[src/rtl/stochastic_stream_decoder.sv]
// Counts the ones in one BIT_LENGTH-bit stochastic stream and returns the count
// through a valid/ready handshake. Optional signed bipolar output: STOCH_DEC_BIPOLAR_EN.
module stochastic_stream_decoder #(
    parameter int BIT_LENGTH = 128,
    parameter int CNT_W      = $clog2(BIT_LENGTH + 1)
) (
    input  logic                    clk,
    input  logic                    rst_n,
    input  logic                    start,
    input  logic                    abort,
    input  logic                    in_valid,
    input  logic                    in_bit,
    output logic                    busy,
    output logic [CNT_W-1:0]        bit_idx,
    output logic                    out_valid,
    input  logic                    out_ready,
    output logic [CNT_W-1:0]        ones_count,
    output logic signed [CNT_W:0]   bipolar_value
);

    typedef enum logic [1:0] {
        IDLE  = 2'd0,
        ACCUM = 2'd1,
        HOLD  = 2'd2
    } state_t;

    localparam logic [CNT_W-1:0] LAST_IDX = CNT_W'(BIT_LENGTH - 1);

    state_t           state, state_nxt;
    logic [CNT_W-1:0] acc;
    logic [CNT_W-1:0] acc_sum;
    logic             accept;
    logic             last;
    logic             clear;

    assign acc_sum   = acc + CNT_W'(in_bit);
    assign busy      = (state == ACCUM);
    assign out_valid = (state == HOLD);

    always_ff @(posedge clk or negedge rst_n) begin
        if (!rst_n) state <= IDLE;
        else        state <= state_nxt;
    end

    // abort wins over a last bit arriving in the same cycle
    always_comb begin
        state_nxt = state;
        accept    = 1'b0;
        last      = 1'b0;
        clear     = 1'b0;
        case (state)
            IDLE: begin
                if (start) begin
                    state_nxt = ACCUM;
                    clear     = 1'b1;
                end
            end
            ACCUM: begin
                if (abort) begin
                    state_nxt = IDLE;
                    clear     = 1'b1;
                end else if (in_valid) begin
                    accept = 1'b1;
                    if (bit_idx == LAST_IDX) begin
                        last      = 1'b1;
                        state_nxt = HOLD;
                    end
                end
            end
            HOLD: begin
                if (out_ready) begin
                    if (start) begin
                        state_nxt = ACCUM;
                        clear     = 1'b1;
                    end else begin
                        state_nxt = IDLE;
                    end
                end
            end
            default: state_nxt = IDLE;
        endcase
    end

    always_ff @(posedge clk or negedge rst_n) begin
        if (!rst_n) begin
            acc     <= '0;
            bit_idx <= '0;
        end else if (clear) begin
            acc     <= '0;
            bit_idx <= '0;
        end else if (accept) begin
            acc     <= acc_sum;
            bit_idx <= bit_idx + 1'b1;
        end
    end

    always_ff @(posedge clk or negedge rst_n) begin
        if (!rst_n)    ones_count <= '0;
        else if (last) ones_count <= acc_sum;
    end

`ifdef STOCH_DEC_BIPOLAR_EN
    // 2*ones - BIT_LENGTH; modular CNT_W+1-bit arithmetic lands in range
    logic [CNT_W:0] bip_nxt;
    assign bip_nxt = {acc_sum, 1'b0} - (CNT_W+1)'(BIT_LENGTH);

    always_ff @(posedge clk or negedge rst_n) begin
        if (!rst_n)    bipolar_value <= '0;
        else if (last) bipolar_value <= bip_nxt;
    end
`else
    assign bipolar_value = '0;
`endif

endmodule

[config.mk]
export PLATFORM = sky130hd
export DESIGN_NAME = stochastic_stream_decoder
export DESIGN_NICKNAME = d
export VERILOG_FILES = /design/src/rtl/stochastic_stream_decoder.sv
export SDC_FILE = /design/constraint.sdc
export NUM_CORES = 1
export LEC_CHECK = 0
export ABC_AREA = 0
export ABC_CLOCK_PERIOD_IN_PS = 1900
export CORE_ASPECT_RATIO = 1.75
export CORE_MARGIN = 4
export CORE_UTILIZATION = 49
export DETAILED_ROUTE_END_ITERATION = 10
export GPL_ROUTABILITY_DRIVEN = 0
export GPL_TIMING_DRIVEN = 0
export PLACE_DENSITY = 0.8
export SYNTH_ARGS = -nofsm -noshare
export SYNTH_HDL_FRONTEND = slang
export SYNTH_SLANG_ARGS = --single-unit
[constraint.sdc]
create_clock -name clk -period 1.9 [get_ports clk]
set_clock_uncertainty 0.1 [all_clocks]
set_input_delay 0.38 -clock clk [delete_from_list [all_inputs] [get_ports clk]]
set_output_delay 0.38 -clock clk [all_outputs]
set_load 0.05 [all_outputs]
# ---- After elaboration in Yosys (flattened, before gate mapping)
# Index checks and enable logic that the tools add are counted.
dict set report word_totals {
  wordCells 38
  regBits 26
  input_bits 7
  output_inout_bits 27
}
dict set report classes {
  n_addsub 2
  muxes 22
  reduce_logical 3
  eq_ne 7
}
# op n
set ops {}
lappend ops {{$mux W8} 4}
lappend ops {{$mux W1} 11}
lappend ops {{$mux W2} 5}
lappend ops {{$add A8 B1 Y8} 1}
lappend ops {{$add A8 B1 Y8 const B} 1}
lappend ops {{$eq A8 B7 Y1 const B} 1}
lappend ops {{$pmux W2 S3} 1}
lappend ops {{$reduce_and A4 Y1} 1}
lappend ops {{$ne A3 B2 Y1 const B} 1}
lappend ops {{$ne A3 B3 Y1 const B} 1}
lappend ops {{$pmux W1 S3} 1}
lappend ops {{$eq A2 B1 Y1 const B} 1}
lappend ops {{$eq A2 B2 Y1 const B} 1}
lappend ops {{$logic_not A2 Y1} 1}
lappend ops {{$ne A2 B1 Y1 const B} 1}
lappend ops {{$ne A2 B2 Y1 const B} 1}
lappend ops {{$reduce_bool A2 Y1} 1}

# ---- Longest topological paths before layout
# Gate-level depths: netlist of the first run.
dict set report logic_depth {
  depth_word 5
  ltp_mapped 6
  depth_no_buf 5
}

# ---- Worst setup path after synthesis of the first run
# No wires, ideal clock.
dict set report synth_path {
  path_type {register -> register}
  start {register bit_idx[0]}
  end {register ones_count[0]}
  required_time_ns 1.673
  n_path_buf 1
  arrival_time_ns 1.807
  setup_time_ns 0.127
  synth_period_minus_slack_ns 2.034
  setup_slack_ns -0.134
  path_stages_with_launch 6
  path_cell_list {dfrtp_1 -> ha_1 -> and4b_1 -> and3_1 -> buf_6 -> mux2_1}
}
dict set report synth_via {
  elab_chain_len 5
}
# item line
set synth_lines {}
lappend synth_lines {{start, declared} 14} ;# output logic [CNT_W-1:0] bit_idx,
lappend synth_lines {{start signal, assigned} 93} ;# bit_idx <= bit_idx + 1'b1;
lappend synth_lines {{$eq A8 B7 Y1} 64} ;# if (bit_idx == LAST_IDX) begin
lappend synth_lines {{$mux W1} 64}
lappend synth_lines {{$mux W1} 62} ;# end else if (in_valid) begin
lappend synth_lines {{$mux W1} 59} ;# if (abort) begin
lappend synth_lines {{$mux W1} 51} ;# case (state)
lappend synth_lines {{end signal, assigned} 99} ;# else if (last) ones_count <= acc_sum;
lappend synth_lines {{end, declared} 17} ;# output logic [CNT_W-1:0] ones_count,
# Every way passes these cells.
# A chain may end at the register's enable or synchronous reset.

# ---- Worst setup path after layout of the first run
dict set report layout_path {
  start {input in_bit}
  end {register acc[6]}
}
dict set report layout_via {
  elab_chain_len 3
}
# item line
set layout_lines {}
lappend layout_lines {{start, declared} 12} ;# input logic in_bit,
lappend layout_lines {{$add A8 B1 Y8} 36} ;# assign acc_sum = acc + CNT_W'(in_bit);
lappend layout_lines {{$mux W8} 91} ;# end else if (accept) begin
lappend layout_lines {{$mux W8} 88} ;# end else if (clear) begin
lappend layout_lines {{end signal, assigned} 92} ;# acc <= acc_sum;
lappend layout_lines {{end, declared} 30} ;# logic [CNT_W-1:0] acc;
# Every way passes these cells. The select of a mux whose other input is x is not followed.

==> impl_metrics.tcl, run 1 <==
set metrics [dict create \
    status "finished, final reports clean" \
    syn_inst 141 \
    clock_latency_ns 0.27 \
    drc_errors 0 \
    drv_cap 0 \
    hold_buffers 0 \
    ant_nets 0 \
    ys_ff_latch 26 \
    multi_input_area_um2 749 \
    slowest_stage "clkdlybuf4s50_1" \
    synth_top_flop_cell "dfrtp_1" \
    synth_largest_area_cell "dfrtp_1" \
    seqCellArea_um2 653 \
    syn_avg_cell_area_um2 10.2 \
    rows 25 \
    finalHoldViolCount 0 \
    p_total_uw 1120 \
    path_common_cell "ha_4" \
    grt_usage 0.187 \
    critical_path_arrival_ns 1.95 \
    fmax_mhz 540 \
    finalSetupViolations 0 \
    via_count 1249 \
    dp_hpwl_mm 2.39 \
    slowest_delay_ns 0.50 \
    first_global_vias 1310 \
    fillers 232 \
    irDropWorstVdd_mv 0.614 \
    min_path_cells 3 \
    layout-drive-gt1-share 0.202 \
    cp_max_fo 7 \
    synth_top_area_share 0.454 \
    coreArea_um2 2750 \
    crit_start "in_bit" \
    wire_per_inst_um 16.0 \
    area_growth_pct 31.5 \
    avgViaCountPerCell 5.95 \
    fin_crit_sh 0.974 \
    die_x_um 48.9 \
    fin_cells 210 \
    path_depth 6 \
    boundaryPins 34 \
    r2r_slack_ns 0.08 \
    critPathKind "in -> reg" \
    end_kind "flip-flop" \
    tritoncts "done" \
    hp-class "in -> reg" \
    holdCritStartpoint "in_valid" \
    grt_overflow 0 \
    final_max_slew_viol_count 0 \
    htree_levels 1 \
    synth_area_leaders "dfrtp_1 (45%), a21oi_1 (4.9%), buf_4 (4.7%), mux2_1 (3.9%), or3_1 (3.5%)" \
    numCtsBuffers 3 \
    crit_chain "clkdlybuf4s50_1 > ha_4 > ha_4 > nand3_4 > or4_4 > a21oi_2" \
    ys_types 38 \
    antenna_found_initial 0 \
    final_util 0.685 \
    finalCriticalPeriod_ns 1.85 \
    synthArstFlopShare 1.00 \
    p_leak_uw 0.000912 \
    crit_family "simple AND/OR/NAND/NOR gates" \
    timing.rr.start "bit_idx[0]" \
    worstMarginPinSlew_ns 1.16 \
    port-buffer-count 24 \
    maxSlewHeadroom 0.225 \
    die-area_um2 3890 \
    diodes 0 \
    initial_core_util 0.520 \
    clk_pin_slew_ns 0.09 \
    syn_area_um2 1430 \
    reg2reg_to "ones_count[1]" \
    endpoint "acc[6]" \
    dr.pass1.iters 4 \
    root_buffer "clkbuf_8" \
    nNetsFinal 194 \
    drt_iter0_drc 50 \
    required_ns 2.00 \
    dp.cells 200 \
    wl_mm 3.36 \
    start_kind "primary input" \
    pwr_density_cell_nw_per_um2 596 \
    grt_pass1_wl_mm 5.91 \
    die_height_um 79.5 \
    crit_buf_inv 1 \
    ys_seq_area_frac 0.454 \
    ys_warn_count 0 \
    clock-sinks 26 \
    ctsLongestPathBuffers 2 \
    grt_max_degree 27 \
    synth-edff-count 0 \
    r2r_cells 5 \
]
## per-layer routing
metal / global-route usage / share of wire / routed length (um) / vias to the layer above
li1: - / - / - / 589
met5: 0 / 0 / 0 / -
met4: 0.0809 / 0.018 / 61 / 0
met3: 0.0224 / 0.031 / 105 / 8
met2: 0.343 / 0.59 / 1970 / 38
met1: 0.211 / 0.37 / 1230 / 614
## cells by family after synthesis
logic type      share of synthesized area
buf+inv                            0.0830
mux                                0.0463
simple gates                        0.204
fa+ha+maj                          0.0262
xor+xnor                           0.0245
other cells                       0.00262
compound gates                      0.160
flops                               0.454
## per-stage QoR
step	setup WS [ns]	setup TNS (ns)	cell area, um^2	hold slack [ns]
after floorplan	0.0311	0	1470	-0.0156
after global placement	-0.378	-5.63	1740	0.371
after detailed placement	-0.410	-6.01	1740	0.379
after CTS	-0.00438	-0.00438	1820	0.397
after global routing	-0.00477	-0.00477	1880	0.408
final	0.0499	0	1880	0.386
## synth_stat cells, drive strengths merged, types with 2 or more instances
cell,instances
nand2,9
nand3,8
o31ai,6
xnor2,2
ha,3
a21oi,14
dfrtp,26
o211ai,2
or3,8
inv,4
nor2b,2
a31oi,6
buf,13
o21ai,9
xor2,2
or4,6
mux2,5
## power breakdown
| group | internal, uW | leakage, uW | switching [uW] |
|---|---|---|---|
| sequential | 562 | 0.000357 | 11.0 |
| combinational | 60.9 | 0.000526 | 133 |
| clock | 185 | 0.0000288 | 170 |
| total | 808 | 0.000912 | 314 |
## layout make-up
type	count	share of cell area
Multi-Input combinational cell	105	0.398
Sequential cell	26	0.347
Timing Repair Buffer	30	0.143
Buffer	14	0.0571
Clock buffer	4	0.0292
Tap cell	27	0.0179
Inverter	4	0.00797
## worst min-delay path: stages
cell and delay (ns):
dlymetal6s2s_1 0.18, nand3_1 0.10, a21oi_1 0.05
## flip-flops by register name, indices dropped and copies added (netlist names)
signal      flops
state           2
acc             8
bit_idx         8
ones_count      8
## how the worst min path moves through the flow
stage	to	slack (ns)
finish	acc[1]	0.39
detailed placement	ones_count[0]	0.38
CTS	ones_count[1]	0.40
floorplan	acc[0]	-0.02
global route	acc[1]	0.41
global placement	ones_count[0]	0.37
## cells in the final DEF, fill, tap and decap left out, types with 2 or more instances in the layout
master / instances
buf_4: 15
o211ai_1: 2
inv_1: 4
nand3_4: 2
a21oi_1: 13
dfrtp_1: 24
or4_1: 5
buf_6: 2
a31oi_1: 6
nor2b_1: 2
o31ai_1: 6
conb_1: 9
o21ai_0: 2
dfrtp_2: 2
ha_4: 2
mux2_1: 5
or3_1: 8
xor2_1: 2
o21ai_1: 7
nand3_1: 6
clkbuf_8: 4
clkdlybuf4s50_1: 4
xnor2_1: 2
dlymetal6s2s_1: 3
nand2_1: 9
dlygate4sd2_1: 15
clkbuf_2: 2
## repair_timing
item / 4_1_cts / 5_1_grt
endpoints found under the setup margin: 24 / 23
endpoints found under the hold margin: 0 / 0
buffers inserted: 2 / 4
gates resized for setup: 26 / 11
pin swaps: 1 / 1
Note: power is estimated with default switching activity, not from simulation.
==> run 2, diff against run 1 <==
--- a/config.mk
+++ b/config.mk
@@ -7,12 +7,14 @@
 export LEC_CHECK = 0
 export ABC_AREA = 0
 export ABC_CLOCK_PERIOD_IN_PS = 1900
+export CAP_MARGIN = 20
 export CORE_ASPECT_RATIO = 1.75
 export CORE_MARGIN = 4
 export CORE_UTILIZATION = 49
 export DETAILED_ROUTE_END_ITERATION = 10
 export GPL_ROUTABILITY_DRIVEN = 0
 export GPL_TIMING_DRIVEN = 0
+export HOLD_SLACK_MARGIN = 0.06
 export PLACE_DENSITY = 0.8
 export SYNTH_ARGS = -nofsm -noshare
 export SYNTH_HDL_FRONTEND = slang
==> run 2 against run 1 <==
  * Global-route usage shrank 0.45 points
  * Die area unchanged
  * Sequential power is essentially flat
  * Core utilization rose by 0.18 points
  * Non-clock buffer count shrank 1
  * Design area up 0.27%
  * Register-to-register slack gained 0.03 ns
  * Critical path depth down 1
  * Critical endpoint is now ones_count[1]
  * Largest cell class unchanged
==> impl_metrics.tcl, run 2 (synthesis gave the netlist of run 1 again) <==
set metrics [dict create \
    status "finished, final reports clean" \
    timing.hold.ws_ns 0.381 \
    top_regs "acc: 8 flops, bit_idx: 8 flops, ones_count: 8 flops" \
    min_path_cells 3 \
    diodes 0 \
    grt_overflow 0 \
    p_total_uw 1130 \
    crit_chain "ha_1 > and4b_2 > and3_1 > buf_6 > mux2_1" \
    hold_buffers 0 \
    crit_family "flip-flops" \
    final_cell_mix "dfrtp_1 (24), dlygate4sd2_1 (16), a21oi_1 (13), buf_4 (13)" \
    end_kind "flip-flop" \
    layout-drive-gt1-share 0.198 \
    finalCriticalPeriod_ns 1.79 \
    dp_hpwl_mm 2.42 \
    start_kind "flip-flop" \
    required_ns 1.95 \
    wl_mm 3.27 \
    die_height_um 79.5 \
    wire_per_inst_um 15.6 \
    clock-sinks 26 \
    grt_max_degree 17 \
    coreArea_um2 2750 \
    final_common_cell "dfrtp_1" \
    maxSlewHeadroom 0.494 \
    clock_latency_ns 0.27 \
    drt_iter0_drc 45 \
    dp.cells 201 \
    clk_pin_slew_ns 0.08 \
    via_count 1202 \
    finalSetupViolations 0 \
    drv_cap 0 \
    antenna_found_initial 0 \
    nNetsFinal 193 \
    rsz0062_at_grt "false" \
    die_x_um 48.9 \
    p_leak_uw 0.000908 \
    dr.pass1.iters 4 \
    hp-class "in -> reg" \
    critPathKind "reg -> reg" \
    path_depth 5 \
    slowest_stage "dfrtp_2" \
    ant_nets 0 \
    numCtsBuffers 3 \
    rows 25 \
    boundaryPins 34 \
    finalHoldViolCount 0 \
    fin_crit_sh 0.943 \
    fillers 232 \
    avgViaCountPerCell 5.75 \
    initial_core_util 0.520 \
    drc_errors 0 \
    irDropWorstVdd_mv 0.610 \
    die-area_um2 3890 \
    fin_cells 209 \
    pwr_density_cell_nw_per_um2 596 \
    root_buffer "clkbuf_8" \
    grt_usage 0.182 \
    worstMarginPinSlew_ns 0.757 \
    timing.setup.tns_ns 0 \
    final_max_slew_viol_count 0 \
    critical_path_arrival_ns 1.84 \
    first_global_vias 1263 \
    crit_buf_inv 1 \
    tritoncts "done" \
    htree_levels 1 \
    r2r_cells 5 \
    cp_max_fo 9 \
    slowest_delay_ns 0.44 \
    port-buffer-count 24 \
    grt_pass1_wl_mm 5.72 \
    ctsLongestPathBuffers 2 \
    fmax_mhz 558 \
    area_growth_pct 31.9 \
]
[run 2: cell types whose count changed in the layout (fill, tap and decap cells not counted), sizes merged]
cell	before	now
clkbuf	7	6
clkdlybuf4s50	4	3
buf	18	17
clkdlybuf4s15	1	2
dlygate4sd2	15	16
[run 2: what timing repair did]
| action | CTS | global route |
|---|---|---|
| pin swaps | 1 | 1 |
| setup endpoints to repair | 25 | 20 |
| setup buffers | 2 | 2 |
| gates resized for setup | 28 | 10 |
[run 2: per-layer routing]
layer  track usage  wire length, um  part of all wire
met1         0.204             1210              0.37
met2         0.342             1930              0.59
met3        0.0299              113             0.035
met4        0.0566               15            0.0046
met5             0                0                 0
[run 2: per-stage QoR]
step	worst slack [ns]	area (um^2)	util
after floorplan	0.0311	1470	-
after global placement	-0.378	1740	0.632
final	0.108	1890	0.686
after global routing	0.0514	1890	0.686
after CTS	0.00641	1840	0.667
after detailed placement	-0.417	1750	0.637
[run 2: tightest hold or removal path: stages]
cell	delay (ns)
dlymetal6s2s_1	0.18
nand3_1	0.10
a21oi_1	0.05
[run 2: layout make-up]
type                    instances  area, um^2  area share
multi-input cells             105         749       0.397
flip-flops and latches         26         653       0.346
repair buffers                 29         275       0.146
plain buffers                  14         108      0.0570
clock buffers                   4        55.1      0.0291
well taps                      27        33.8      0.0179
inverters                       4        15.0     0.00795
[run 2: power breakdown]
group          internal, uW  total (uW)  switching [uW]
clock                   185         353             168
sequential              562         573            11.2
combinational          65.5         200             134
[run 2: path summary, 6_finish.rpt]
check | slack (ns) | from | end
max in group asynchronous | 0.69 | rst_n | bit_idx[1]
min in group asynchronous | 0.45 | rst_n | ones_count[4]
worst max-delay path | 0.11 | bit_idx[0] | ones_count[1]
worst max register to register | 0.11 | bit_idx[0] | ones_count[1]
worst min register to register | 0.39 | ones_count[0] | ones_count[0]
worst min-delay path | 0.38 | in_valid | acc[1]
